==> src/rtl/arb_req_queue_if.sv <==
// Handshake bundle between the four-channel request queue, its producers,
// the round-robin arbiter and the downstream consumer.
interface arb_req_queue_if #(
  parameter int DATA_W = 8
);
  logic [3:0]          push;
  logic [4*DATA_W-1:0] push_data;
  logic [3:0]          full;
  logic [3:0]          req;
  logic [3:0]          grant;
  logic                out_valid;
  logic [DATA_W-1:0]   out_data;
  logic [1:0]          out_id;
  logic [3:0]          overflow;
  logic                grant_err;

  modport master (
    output push, push_data, grant,
    input  full, req, out_valid, out_data, out_id, overflow, grant_err
  );

  modport slave (
    input  push, push_data, grant,
    output full, req, out_valid, out_data, out_id, overflow, grant_err
  );
endinterface

==> src/rtl/arb_req_queue.sv <==
// Four per-channel FIFOs feeding a round-robin arbiter; the granted head
// entry is popped onto one registered output tagged with its channel id.
module arb_req_queue #(
  parameter int DATA_W = 8,
  parameter int DEPTH  = 4
) (
  input logic            clk,
  input logic            reset,
  arb_req_queue_if.slave bus
);
  localparam int PW = $clog2(DEPTH);
  localparam int CW = PW + 1;
  localparam logic [CW-1:0] FULL_CNT = CW'(DEPTH);

  logic [DATA_W-1:0] mem   [4][DEPTH];
  logic [PW-1:0]     wptr  [4];
  logic [PW-1:0]     rptr  [4];
  logic [CW-1:0]     count [4];

  logic              out_valid_q;
  logic [DATA_W-1:0] out_data_q;
  logic [1:0]        out_id_q;
  logic [3:0]        overflow_q;
  logic              grant_err_q;

  logic [3:0] do_push;
  logic [3:0] do_pop;
  logic [3:0] drop;
  logic [1:0] gidx;
  logic       grant_onehot;
  logic       grant_multi;
  logic       grant_stale_ok;
  logic       grant_err_d;

  // NOTE: every variable written here gets a default first, so no latch can form.
  always_comb begin
    gidx = '0;
    for (int i = 0; i < 4; i++) begin
      if (bus.grant[i]) gidx = 2'(i);
    end
    grant_onehot = (bus.grant != 4'b0) && ((bus.grant & (bus.grant - 4'd1)) == 4'b0);
    grant_multi  = (bus.grant != 4'b0) && !grant_onehot;
    for (int i = 0; i < 4; i++) begin
      do_push[i] = bus.push[i] && (count[i] != FULL_CNT);
      drop[i]    = bus.push[i] && (count[i] == FULL_CNT);
      do_pop[i]  = grant_onehot && bus.grant[i] && (count[i] != '0);
    end
    // A grant that lags the drain of its channel by one cycle is expected.
    grant_stale_ok = out_valid_q && (out_id_q == gidx);
    grant_err_d    = grant_multi ||
                     (grant_onehot && (count[gidx] == '0) && !grant_stale_ok);
  end

  // NOTE: payload storage is not reset; pointers and counts define validity.
  always_ff @(posedge clk) begin
    for (int i = 0; i < 4; i++) begin
      if (!reset && do_push[i]) mem[i][wptr[i]] <= bus.push_data[i*DATA_W +: DATA_W];
    end
  end

  // NOTE: sequential state uses non-blocking assignments only.
  always_ff @(posedge clk) begin
    if (reset) begin
      for (int i = 0; i < 4; i++) begin
        wptr[i]  <= '0;
        rptr[i]  <= '0;
        count[i] <= '0;
      end
      out_valid_q <= 1'b0;
      out_data_q  <= '0;
      out_id_q    <= '0;
      overflow_q  <= '0;
      grant_err_q <= 1'b0;
    end else begin
      for (int i = 0; i < 4; i++) begin
        if (do_push[i]) wptr[i] <= wptr[i] + PW'(1);
        if (do_pop[i])  rptr[i] <= rptr[i] + PW'(1);
        count[i] <= count[i] + CW'(do_push[i]) - CW'(do_pop[i]);
      end
      out_valid_q <= |do_pop;
      if (|do_pop) begin
        out_data_q <= mem[gidx][rptr[gidx]];
        out_id_q   <= gidx;
      end
      overflow_q  <= overflow_q | drop;
      grant_err_q <= grant_err_d;
    end
  end

  always_comb begin
    for (int i = 0; i < 4; i++) begin
      bus.full[i] = (count[i] == FULL_CNT);
      bus.req[i]  = (count[i] != '0);
    end
  end

  assign bus.out_valid = out_valid_q;
  assign bus.out_data  = out_data_q;
  assign bus.out_id    = out_id_q;
  assign bus.overflow  = overflow_q;
  assign bus.grant_err = grant_err_q;
endmodule
==> src/flat_wrapper.sv <==
// flat-port wrapper written by rule: the top's interface ports become plain ports
module arb_req_queue_flat 
#(
  parameter int DATA_W = 8,
  parameter int DEPTH  = 4
)
  (clk, reset, bus_push, bus_push_data, bus_grant, bus_full, bus_req, bus_out_valid, bus_out_data, bus_out_id, bus_overflow, bus_grant_err);
  arb_req_queue_if #(.DATA_W(DATA_W)) bus_i ();
  input logic clk;
  input logic reset;
  input wire logic [$bits(bus_i.push)-1:0] bus_push;
  input wire logic [$bits(bus_i.push_data)-1:0] bus_push_data;
  input wire logic [$bits(bus_i.grant)-1:0] bus_grant;
  output wire logic [$bits(bus_i.full)-1:0] bus_full;
  output wire logic [$bits(bus_i.req)-1:0] bus_req;
  output wire logic [$bits(bus_i.out_valid)-1:0] bus_out_valid;
  output wire logic [$bits(bus_i.out_data)-1:0] bus_out_data;
  output wire logic [$bits(bus_i.out_id)-1:0] bus_out_id;
  output wire logic [$bits(bus_i.overflow)-1:0] bus_overflow;
  output wire logic [$bits(bus_i.grant_err)-1:0] bus_grant_err;
  assign bus_i.push = bus_push;
  assign bus_i.push_data = bus_push_data;
  assign bus_i.grant = bus_grant;
  assign bus_full = bus_i.full;
  assign bus_req = bus_i.req;
  assign bus_out_valid = bus_i.out_valid;
  assign bus_out_data = bus_i.out_data;
  assign bus_out_id = bus_i.out_id;
  assign bus_overflow = bus_i.overflow;
  assign bus_grant_err = bus_i.grant_err;
  arb_req_queue #(.DATA_W(DATA_W), .DEPTH(DEPTH)) u_core (.clk(clk), .reset(reset), .bus(bus_i));
endmodule
==> config.mk <==
export PLATFORM = sky130hd
export DESIGN_NAME = arb_req_queue_flat
export DESIGN_NICKNAME = d
export VERILOG_FILES = /design/src/rtl/arb_req_queue_if.sv /design/src/rtl/arb_req_queue.sv /design/src/flat_wrapper.sv
export SDC_FILE = /design/constraint.sdc
export NUM_CORES = 1
export LEC_CHECK = 0
export ABC_AREA = 1
export CORE_MARGIN = 5
export CORE_UTILIZATION = 40
export DETAILED_ROUTE_END_ITERATION = 6
export GPL_ROUTABILITY_DRIVEN = 1
export GPL_TIMING_DRIVEN = 0
export HOLD_SLACK_MARGIN = 0.03
export MAX_ROUTING_LAYER = met4
export PLACE_DENSITY = 0.68
export SYNTH_ARGS = -nofsm -noshare
export SYNTH_HDL_FRONTEND = slang
export SYNTH_SLANG_ARGS = --single-unit
export TNS_END_PERCENT = 30
==> constraint.sdc <==
create_clock -name clk -period 1.95 [get_ports clk]
set_input_delay 0.39 -clock clk [delete_from_list [all_inputs] [get_ports clk]]
set_output_delay 0.39 -clock clk [all_outputs]
set_load 0.01 [all_outputs]
Yosys cells after proc, flatten, opt, wreduce, memory -nomap -nowiden
Memory sizes are Yosys's and may differ from the RTL's.
Index checks and enable logic that the tools add are counted.

word-level totals
  logic and storage cells = 165
  output and inout bits = 24
  bits in writable memories = 156
  bits in read-only memories = 0
  memories kept = 4
  latch bits = 0
  input bits = 42
  register bits = 16

cells by class
  shift operators = 0
  bitwise operators = 19
  $mul = 0
  reduce and logical (&&, ||, !) cells = 41
  multiplexer cells = 61
  equal/unequal tests = 9
  $lt $le $gt $ge = 9
  div/mod/pow operators = 0
  $add $sub $neg = 17

memory list
  name          words  width  rd ports  clocked after Yosys merged registers in  write ports  RTL line             source
  u_core.mem    4      32     1         0                                        4            arb_req_queue.sv:15  logic [DATA_W-1:0] mem [4][DEPTH];
  u_core.count  4      3      5         0                                        4            arb_req_queue.sv:18  logic [CW-1:0] count [4];
  u_core.rptr   4      2      5         0                                        4            arb_req_queue.sv:17  logic [PW-1:0] rptr [4];
  u_core.wptr   4      2      4         0                                        4            arb_req_queue.sv:16  logic [PW-1:0] wptr [4];

operator list
  operator                                                               number
  32-bit two-way mux                                                     4
  8-bit demux with 2-bit select                                          4
  8-bit two-way mux                                                      6
  1-bit two-way mux                                                      32
  1-bit logical AND                                                      29
  2-bit two-way mux                                                      10
  2-bit by 1-bit adder with 2-bit output (second input constant)         8
  8-bit binary-select mux with 2-bit select                              1
  3-bit >= comparator (second input constant)                            5
  2-bit inverter with 3-bit output                                       5
  3-bit by 1-bit adder with 3-bit output                                 4
  3-bit == test (second input constant)                                  4
  3-bit by 1-bit < comparator with 1-bit output (second input constant)  4
  3-bit two-way mux                                                      4
  3-bit != test (second input constant)                                  4
  1-bit OR                                                               12
  3-bit nonzero test                                                     4
  3-bit by 1-bit subtractor with 3-bit output                            4
  4-bit bitwise AND                                                      1
  4-bit zero test                                                        1
  4-bit OR                                                               1
  4-bit nonzero test                                                     1
  4-bit OR reduction                                                     1
  4-bit by 1-bit subtractor with 4-bit output (second input constant)    1
  other kinds (4)                                                        6

Depth between registers and ports, before layout
  word-level depth = 10
  depth in mapped cells = 13

Worst setup path before layout
No wires, ideal clock.

  kind = input -> register
  start point = in bus_grant[1]
  end point = mem u_core.count[0][2] (netlist bit)
  cell stages on the path = 11
  path slack = -0.113 ns
  path buffers = 1
  setup time = 0.120 ns
  arrival time = 1.942 ns
  cell sequence = buf_2 -> inv_2 -> nand4_1 -> nor2_2 -> ha_1 -> inv_1 -> ha_1 -> inv_1 -> fa_1 -> o21ai_0 -> a21oi_1

RTL lines
  element      RTL line             source
  from (decl)  flat_wrapper.sv:13   input wire logic [$bits(bus_i.grant)-1:0] bus_grant;
  to (decl)    arb_req_queue.sv:18

==> out/results.ini <==
[power_and_ir_drop]
p_sw_share_pct=29.9
power_density_nw_per_um2=1000
p_int_mw=7.10
peakVddDrop_v=0.000691
seq_power_share_pct=45.5
p_clk_share_pct=32.1
leakagePower_nw=4.34
p_sw_mw=3.03
combPwrFrac_pct=22.4
p_total_mw=10.1

[layout]
area_growth_pct=25.0
nets=1037
final_common_cell=nand2_1
antennaDiodeCount=0
n_fill_cell=1777
final_cell_mix=nand2_1, edfxtp_1, nor2_1
final_cells=1250
final_util_pct=50.4
final_layout_size_suffix_gt1_share_pct=15.7
design_area_sq_um=10100

[clock_tree]
clock_path_buffers=2
cts_buffers=17
ctsHoldBuffers=0
clock_latency_ps=430
cts_tree=done
root_buffer=clkbuf_16
htreeDepth=4
clkTransAtPathRegs_ps=60
clock-sinks=172

[yosys]
synth.distinct_cells=29
syn_nets=933
netlist_instances=863
synth_flop_cell=edfxtp_1
synth-seq-cells=172
synth_warnings=0
avgSynthCellArea_sq_um=9.40
async_reset_ff_share_pct=0
syn_area_sq_um=8110
synth-edff-count=144
yosysSeqAreaShare_pct=60.2

[die]
die_area_sq_um=23200
chipWidth_um=152
io_pins=66
die_y_um=152
core_sq_um=20100
std_cell_rows=52
start_util_pct=40.4

[timing]
finalSetupViolCount=53
timing.fmax_mhz=498
hold_violations=0
holdWs_ps=451
finalCritPeriodShare_pct=103
tns_ps=-1330
slew_violations=0
fin_ws_ps=-57.2
worst_slew_pin_slew_ps=581
relSlewSlack_pct=61.3
skew_ps=11.6
fin_crit_ps=2010
rsz0062_at_grt=yes

[critical_path]
crit_type=input port to flop
required_ps=2010
critPathCaptureType=flop
cp.arrival_ps=2070
path_max_fanout=10
path_cells=clkdlybuf4s50_1, inv_1, clkbuf_2, nand2_1, nor2_2
crit_slowest_cell=clkdlybuf4s50_1
cpPeakStageDelay_ps=490
critPathLaunchType=input port

[placement]
post-place-ws_ps=-1070
io_buffers=65
place_area_sq_um=9110
dp_cells=1198
place_hpwl_um=14300
routabilityCongestion=0.856

[global_routing]
grt_overflow=0
grt_pass1_vias=5901
antenna_found_initial=0
grt_max_degree=17
grt_pass1_wl_um=30200
gr-usage-all-layers_pct=17.4

[status]
violations=negative setup slack
status=complete, but fails checks

[routing]
vias=5938
drt-wirelength-per-cell_um=15.8
vias_per_cell=4.75
wl_um=19700
drtIter0Drc=366
first_pass_iters=5
postRouteAntennaNets=0
drc=0

[run]
maxCapViolations=0

[hold_path]
hp-class=flop to flop

[cells by family (layout without fill, tap and decap cells)]
kind of cell / after synthesis / in the layout / share of synthesized area [%]
buf+inv: 182 / 299 / 9.04
compound gates: 56 / 56 / 3.58
flops: 172 / 172 / 60.2
xor+xnor: 10 / 10 / 1.08
simple gates: 415 / 415 / 21.4
fa+ha+maj: 28 / 28 / 4.69
[Yosys cell counts (5+ instances only)]
cell type / instances / area, sq um
a21oi_1: 19 / 95.1
nand3b_1: 10 / 75.1
nand3_1: 45 / 225
buf_2: 16 / 80.1
xor2_1: 5 / 43.8
xnor2_1: 5 / 43.8
nand4_1: 5 / 31.3
nor2_1: 161 / 604
o21ai_0: 33 / 165
inv_1: 140 / 526
edfxtp_1: 144 / 4320
clkbuf_1: 8 / 30.0
nand2_1: 173 / 649
inv_2: 9 / 33.8
dfxtp_1: 28 / 561
or2_2: 7 / 43.8
ha_1: 24 / 300
[worst paths after layout]
kind                          startpoint                     end  slack, ps  cells after the start
setup / recovery                   reset        u_core.mem[2][7]        -60                      5
hold / removal    u_core.bus.overflow[3]  u_core.bus.overflow[3]        450                      2
hold reg to reg   u_core.bus.overflow[3]  u_core.bus.overflow[3]        450                      2
setup reg to reg      u_core.count[2][1]      u_core.count[2][2]         50                      9
[per-layer routing]
metal | global-route usage (%) | share of wire [%] | vias to the layer above
met1 | 21.2 | 43 | 2775
met2 | 29.2 | 50 | 190
met3 | 4.03 | 5.2 | 30
li1 | - | - | 2943
met4 | 4.54 | 1.6 | 0
met5 | - | 0 | -
[power by group through the flow]
stage / Sequential, mW / Clock (mW) / Combinational (mW)
floorplan: 4.60 / 0 / 1.13
global placement: 4.60 / 0 / 1.87
detailed placement: 4.61 / 0 / 1.92
CTS: 4.57 / 3.30 / 2.05
global route: 4.65 / 3.46 / 2.54
finish: 4.61 / 3.25 / 2.27
[worst max-delay path, delay by kind of cell]
kind                   cells  cell delay (ps)
and+or+nand+nor            2              730
buffers and inverters      3              960
[registers in the layout, indices dropped and copies added (netlist names)]
signal and flops:
u_core.bus.grant_err 1, u_core.bus.out_data 8, u_core.bus.out_id 2, u_core.bus.out_valid 1, u_core.bus.overflow 4, u_core.count 12, u_core.mem 128, u_core.rptr 8
u_core.wptr 8
[cell type report]
cell class	instances	area (sq um)	share of cell area [%]
inverter	152	576	5.68
timing repair inverter	1	5.00	0.0494
clock inverter	14	135	1.33
tap	270	338	3.33
multi-input combinational	509	2750	27.1
timing repair buffer	84	831	8.19
buffer	30	170	1.68
sequential	172	4900	48.4
clock buffer	18	429	4.23
[what timing repair did]
item,in CTS,in global routing
setup endpoints to repair,152,132
pin swaps,8,12
cloned,0,1
hold endpoints to repair,0,0
gates resized for setup,54,44
buffers inserted,8,12
Note: power is estimated with default switching activity, not from simulation.
==> patch 1 (same flow settings) <==
`DEPTH` is set to 4 in 2 places; all go to 8.
--- a/src/rtl/arb_req_queue.sv
+++ b/src/rtl/arb_req_queue.sv
@@ -3,5 +3,5 @@
 module arb_req_queue #(
   parameter int DATA_W = 8,
-  parameter int DEPTH  = 4
+  parameter int DEPTH  = 8
 ) (
   input logic            clk,
--- a/src/flat_wrapper.sv
+++ b/src/flat_wrapper.sv
@@ -3,5 +3,5 @@
 #(
   parameter int DATA_W = 8,
-  parameter int DEPTH  = 4
+  parameter int DEPTH  = 8
 )
   (clk, reset, bus_push, bus_push_data, bus_grant, bus_full, bus_req, bus_out_valid, bus_out_data, bus_out_id, bus_overflow, bus_grant_err);
Function: changed (Yosys sat finds a counterexample within 10 cycles, from zero or initial values and one cycle with reset high).
==> patch 1 against the unedited design <==
The run still ends with negative setup slack left. Routed wire length rose by 120%. Clock power up 98%. Cell area up 75%. Clock skew grew 0.79 ps. Sequential cell count increased by 140. Register-to-register slack got worse by 50 ps. Synthesized cell count increased by 71%. Sequential share of layout area is 2.7 points higher. Worst setup slack gained 48 ps. Synthesized area is 79% higher. Total power increased by 79%. Largest cell class unchanged.
==> patch 1: results (changes against the unedited design) <==
routability cong.=0.9354 (+9.3%); Cell Count, Final, Fillers Out=2086 (+67%); violated checks=negative setup slack; Tot GR Track Use=0.2167 (+0.04312); Syn Area/Cell=9.845 um2 (+4.7%); Area contributors post-synth=edfxtp_1 58%, nand2_1 8.1%, nand3_1 5.9%; DPL Wire Length=31050 um (+120%); CTS H-tree depth=2 (-2); CP Launch Point=bus_grant[3]; Worst Max-Slew Pin Slew=688.7 ps (+107.6 ps); synth unique cells=33 (+14%); layout cells sized above 1=0.1766 (+0.01947); Worst Slack Setup Final=-8.816 ps (+48.33 ps); Post-synth EDFFs=280 (+94%); max FFs per register=256 (+100%); FF-to-FF Start=u_core.count[0][2]; synth warn=0 (unchanged); Leakage=7.295 nW (+68%); final wirelength=44040 um (+120%); # nets final=1679 (+62%); Fin Setup TNS=-12.20 ps (+1317 ps); largest net degree at the start of global routing=14 (-3); total CTS buffers=35 (+18); Max clock buf depth=3 (+1); vias post-DR=10800 (+82%); Finish-stage setup viols=2 (-96%); placed instance count=1999 (+67%); Synth top cells by count=312 x nand2_1, 280 x edfxtp_1, 214 x inv_1, 208 x nor2_1, 170 x nand3_1; slowest CP cell=fa_2; Worst VDD drop=0.7257 mV (+5.1%); number of global-route vias before repair=10420 (+77%); Seq/Total Area, Yosys=0.6240 (+0.02189); worst clock skew=12.42 ps (+0.7931 ps); first-pass GRT wire length=63600 um (+110%); CP Data Arrival Time=2320 ps (+250 ps); Mapped Nets=1551 (+66%); worst-skew pair later-pin latency=500 ps (+70 ps); Max stage delay on crit path=520 ps (+30 ps); Detailed Routing Iterations Pass 1=6 (+1); R2R setup slack=0 ps (-50 ps); reg2reg path depth=11 (+2); fill cell count=3169 (+78%); CP endpoint=u_core.count[2][1]; status=finished with violations
patch 1: cell families (layout without fill, tap and decap cells):
family	after synthesis	after routing	share of synthesized area
flip-flops	312	312	0.6240
XOR/XNOR	13	13	0.007852
adder cells (fa/ha/maj)	36	36	0.03313
AO/OA/AOI/OAI	46	46	0.01734
buffers and inverters	289	441	0.08197
AND/OR/NAND/NOR	777	777	0.2357
patch 1: worst min path at each step:
stage,cells past startpoint,endpoint,slack (ps),start
floorplan,2,u_core.bus.overflow[0],470,u_core.bus.overflow[0]
global route,2,u_core.bus.overflow[1],480,u_core.bus.overflow[1]
detailed placement,2,u_core.bus.overflow[2],440,u_core.bus.overflow[2]
global placement,2,u_core.bus.overflow[1],440,u_core.bus.overflow[1]
finish,2,u_core.bus.overflow[3],450,u_core.bus.overflow[3]
CTS,2,u_core.bus.overflow[2],450,u_core.bus.overflow[2]
patch 1: cell type report:
| cell class | count | area (um2) | area share |
|---|---|---|---|
| Buffer | 64 | 409.1 | 0.02308 |
| Clock buffer | 49 | 1012 | 0.05710 |
| Clock inverter | 12 | 110.1 | 0.006211 |
| Inverter | 225 | 859.6 | 0.04849 |
| Multi-Input combinational cell | 872 | 4743 | 0.2676 |
| Sequential cell | 312 | 9064 | 0.5113 |
| Tap cell | 461 | 576.8 | 0.03254 |
| Timing Repair Buffer | 91 | 953.4 | 0.05378 |
patch 1: critical path: cells and delay by family:
kind | cells | cell delay, ps
AO/OA/AOI/OAI | 1 | 170
adder cells (fa/ha/maj) | 3 | 900
AND/OR/NAND/NOR | 2 | 220
buffers and inverters | 5 | 640
patch 1: what timing repair did:
action,CTS,global route
setup buffers,15,10
setup endpoints to repair,288,279
hold endpoints to repair,0,0
pin swaps,16,14
gates cloned,1,0
resized for setup,137,64
patch 1: through the flow:
step	area, um2	setup WS (ps)
3_5_place_dp	15740	-1063
4_1_cts	17410	-208.9
3_3_place_gp	15740	-1057
6_report	17730	-8.816
2_1_floorplan	14520	-82.56
5_1_grt	17730	-156.4
patch 1: report_power, final:
| group | switching, W | internal, W | total [W] |
|---|---|---|---|
| clock network | 0.00257 | 0.00388 | 0.00645 |
| registers | 0.000255 | 0.00777 | 0.00802 |
| logic | 0.00223 | 0.00140 | 0.00363 |
patch 1: layer usage:
| metal | global-route usage | share of wire | vias up |
|---|---|---|---|
| met5 | - | 0 | - |
| met4 | 0.05531 | 0.024 | 0 |
| met3 | 0.02264 | 0.065 | 65 |
| met2 | 0.3634 | 0.50 | 420 |
| met1 | 0.2852 | 0.42 | 5257 |
| li1 | - | - | 5059 |
==> patch 2 (same flow settings) <==
Made on the original files. Make the reset (`reset`) asynchronous in one clocked block.
--- a/src/rtl/arb_req_queue.sv
+++ b/src/rtl/arb_req_queue.sv
@@ -60,5 +60,5 @@
 
   // NOTE: sequential state uses non-blocking assignments only.
-  always_ff @(posedge clk) begin
+  always_ff @(posedge clk or posedge reset) begin
     if (reset) begin
       for (int i = 0; i < 4; i++) begin
Function: differs if reset is asserted again (counterexample within 4 cycles, from zero or initial values and one cycle with reset high); with reset held inactive, the same outputs for 4 cycles.
==> patch 2 against the unedited design <==
The run still ends with negative setup slack left. Synthesized area grew 0.63%. Sequential cell count is the same. Sequential share of layout area grew 0.66 points. Routed wire length grew 2.1%. Cell area shrank 0.48%. Worst setup slack lost 47 ps. Total power grew 21%. Largest power group unchanged.
==> patch 2: results (changes against the unedited design) <==
worst-path fanout max=3 (-7); Finish-stage setup viols=13 (-75%); Synth top cells by count=189 x nand2_1, 146 x inv_1, 128 x edfxtp_1, 117 x nor2_1, 75 x nand3_1; mean routed wirelength per cell=16.51 um (+4.6%); status=finished with violations; worst hold path class=in -> reg; Seq/Total Area, Yosys=0.6057 (+0.003573); synth warn=0 (unchanged); synth unique cells=30 (+3.4%); Max clock buf depth=2 (unchanged); Leakage=4.469 nW (+3.1%); routability cong.=0.9794 (+14%); Cell Count, Final, Fillers Out=1220 (-2.4%); Crit path max-delay family=adder cells; max FFs per register=128 (unchanged); Worst VDD drop=0.7850 mV (+14%); vias post-DR=5914 (-0.40%); Gate Count Post-Synth=842 (-2.4%); Tot GR Track Use=0.1785 (+0.004918); Worst Slack Setup Final=-104.5 ps (-47.33 ps); fill cell count=1863 (+4.8%); initial DRC count=465 (+27%); ys flop type=edfxtp_1; Post-synth EDFFs=128 (-11%); violated checks=negative setup slack; first-pass GRT wire length=31310 um (+3.7%); worst clock skew=8.529 ps (-3.093 ps); input/output buffers=65 (unchanged); layout cells sized above 1=0.1358 (-0.02135); Max stage delay on crit path=430 ps (-60 ps); FFs w/ async S/R, synth=0.2558 (+0.2558); CP Data Arrival Time=2370 ps (+300 ps); CTS H-tree depth=4 (unchanged); number of global-route vias before repair=5829 (-1.2%); reg2reg path depth=10 (+1); Area contributors post-synth=edfxtp_1 47%, dfrtp_1 13%, nand2_1 8.7%; Root Buffer Master=clkbuf_16; # nets final=1007 (-2.9%); DPL Wire Length=14440 um (+0.92%); total CTS buffers=17 (unchanged); DP Worst Slack=-1003 ps (+71.19 ps); Inserted Diodes=0 (unchanged); Detailed Routing Iterations Pass 1=5 (unchanged); Mapped Nets=912 (-2.3%); Hold Crit Depth=5 (+3); Worst-path clk slew=70 ps; slowest CP cell=dfrtp_1; largest net degree at the start of global routing=25 (+8); relative slew slack=0.2567 (-0.3559)
[patch 2: changes by cell type in the layout (fill, tap and decap cells not counted), moves of 11 or more]
cell,unedited run,this run
nor2_1,141,97
a21oi_1,18,1
nand3_1,45,74
buf_4,19,8
dfrtp_1,0,42
o21ai_0,31,10
nand2_1,171,186
edfxtp_1,144,128
dfxtp_1,20,0
[patch 2: logic make-up (layout without fill, tap and decap cells)]
group,Yosys count,after routing,synth area share
and+or+nand+nor,421,421,0.2233
buffers and inverters,181,289,0.08874
DFF,172,172,0.6057
adders and majority gates,28,28,0.04659
AOI/OAI and AO/OA,20,20,0.01425
xor gates and xnor gates,20,20,0.02146
[patch 2: layer usage]
metal | global-route usage | share of wire | vias to the layer above | wire length, um
met5 | - | 0 | - | 0
met3 | 0.03930 | 0.055 | 40 | 1103
met1 | 0.2379 | 0.44 | 2824 | 8951
li1 | - | - | 2837 | -
met4 | 0.05940 | 0.023 | 0 | 463
met2 | 0.2736 | 0.48 | 213 | 9628
[patch 2: area by class of cell]
type,instances,area share
Timing Repair Buffer,74,0.07044
Buffer,28,0.01587
Clock inverter,12,0.01935
Clock buffer,20,0.04328
Tap cell,270,0.03348
Timing Repair inverter,2,0.0009921
Sequential cell,172,0.4903
Inverter,153,0.05754
Multi-Input combinational cell,489,0.2687
[patch 2: final timing paths]
kind / slack, ps / startpoint / to
min in group asynchronous: 450 / reset / u_core.wptr[2]
setup reg to reg: -100 / u_core.count[0] / u_core.count[2]
hold reg to reg: 460 / u_core.bus.overflow[3] / u_core.bus.overflow[3]
hold / removal: 420 / bus_grant[2] / u_core.bus.grant_err
max in group asynchronous: 670 / reset / u_core.count[10]
setup / recovery: -100 / u_core.count[0] / u_core.count[2]
[patch 2: power by group]
part / switching, W / internal (W) / total (W)
Clock: 0.00139 / 0.00226 / 0.00366
Combinational: 0.00199 / 0.00141 / 0.00339
Sequential: 0.000490 / 0.00471 / 0.00520
Total: 0.00387 / 0.00838 / 0.0123
[patch 2: repair_timing]
action                                  4_1_cts  5_1_grt
endpoints found under the setup margin      148      138
pin swaps                                     3       11
setup buffers                                 4        5
cloned                                        2        0
hold buffers                                  0        0
gates resized for setup                      40       41
[patch 2: worst reg2reg max path, stage by stage, from the launching register on]
cell and delay [ps]:
dfrtp_1 430, nor3_4 230, inv_2 80, nand2_2 80, nor2_4 40, ha_1 280, inv_1 60, ha_1 150
inv_2 40, fa_1 410, xnor2_1 140
[patch 2: per-stage QoR]
step	cell area, um2	setup TNS (ps)
after floorplan	8168	-627.9
after global placement	9156	-124900
after detailed placement	9156	-130650
after CTS	9921	-6366
after global routing	10090	-5444
final	10090	-396.8
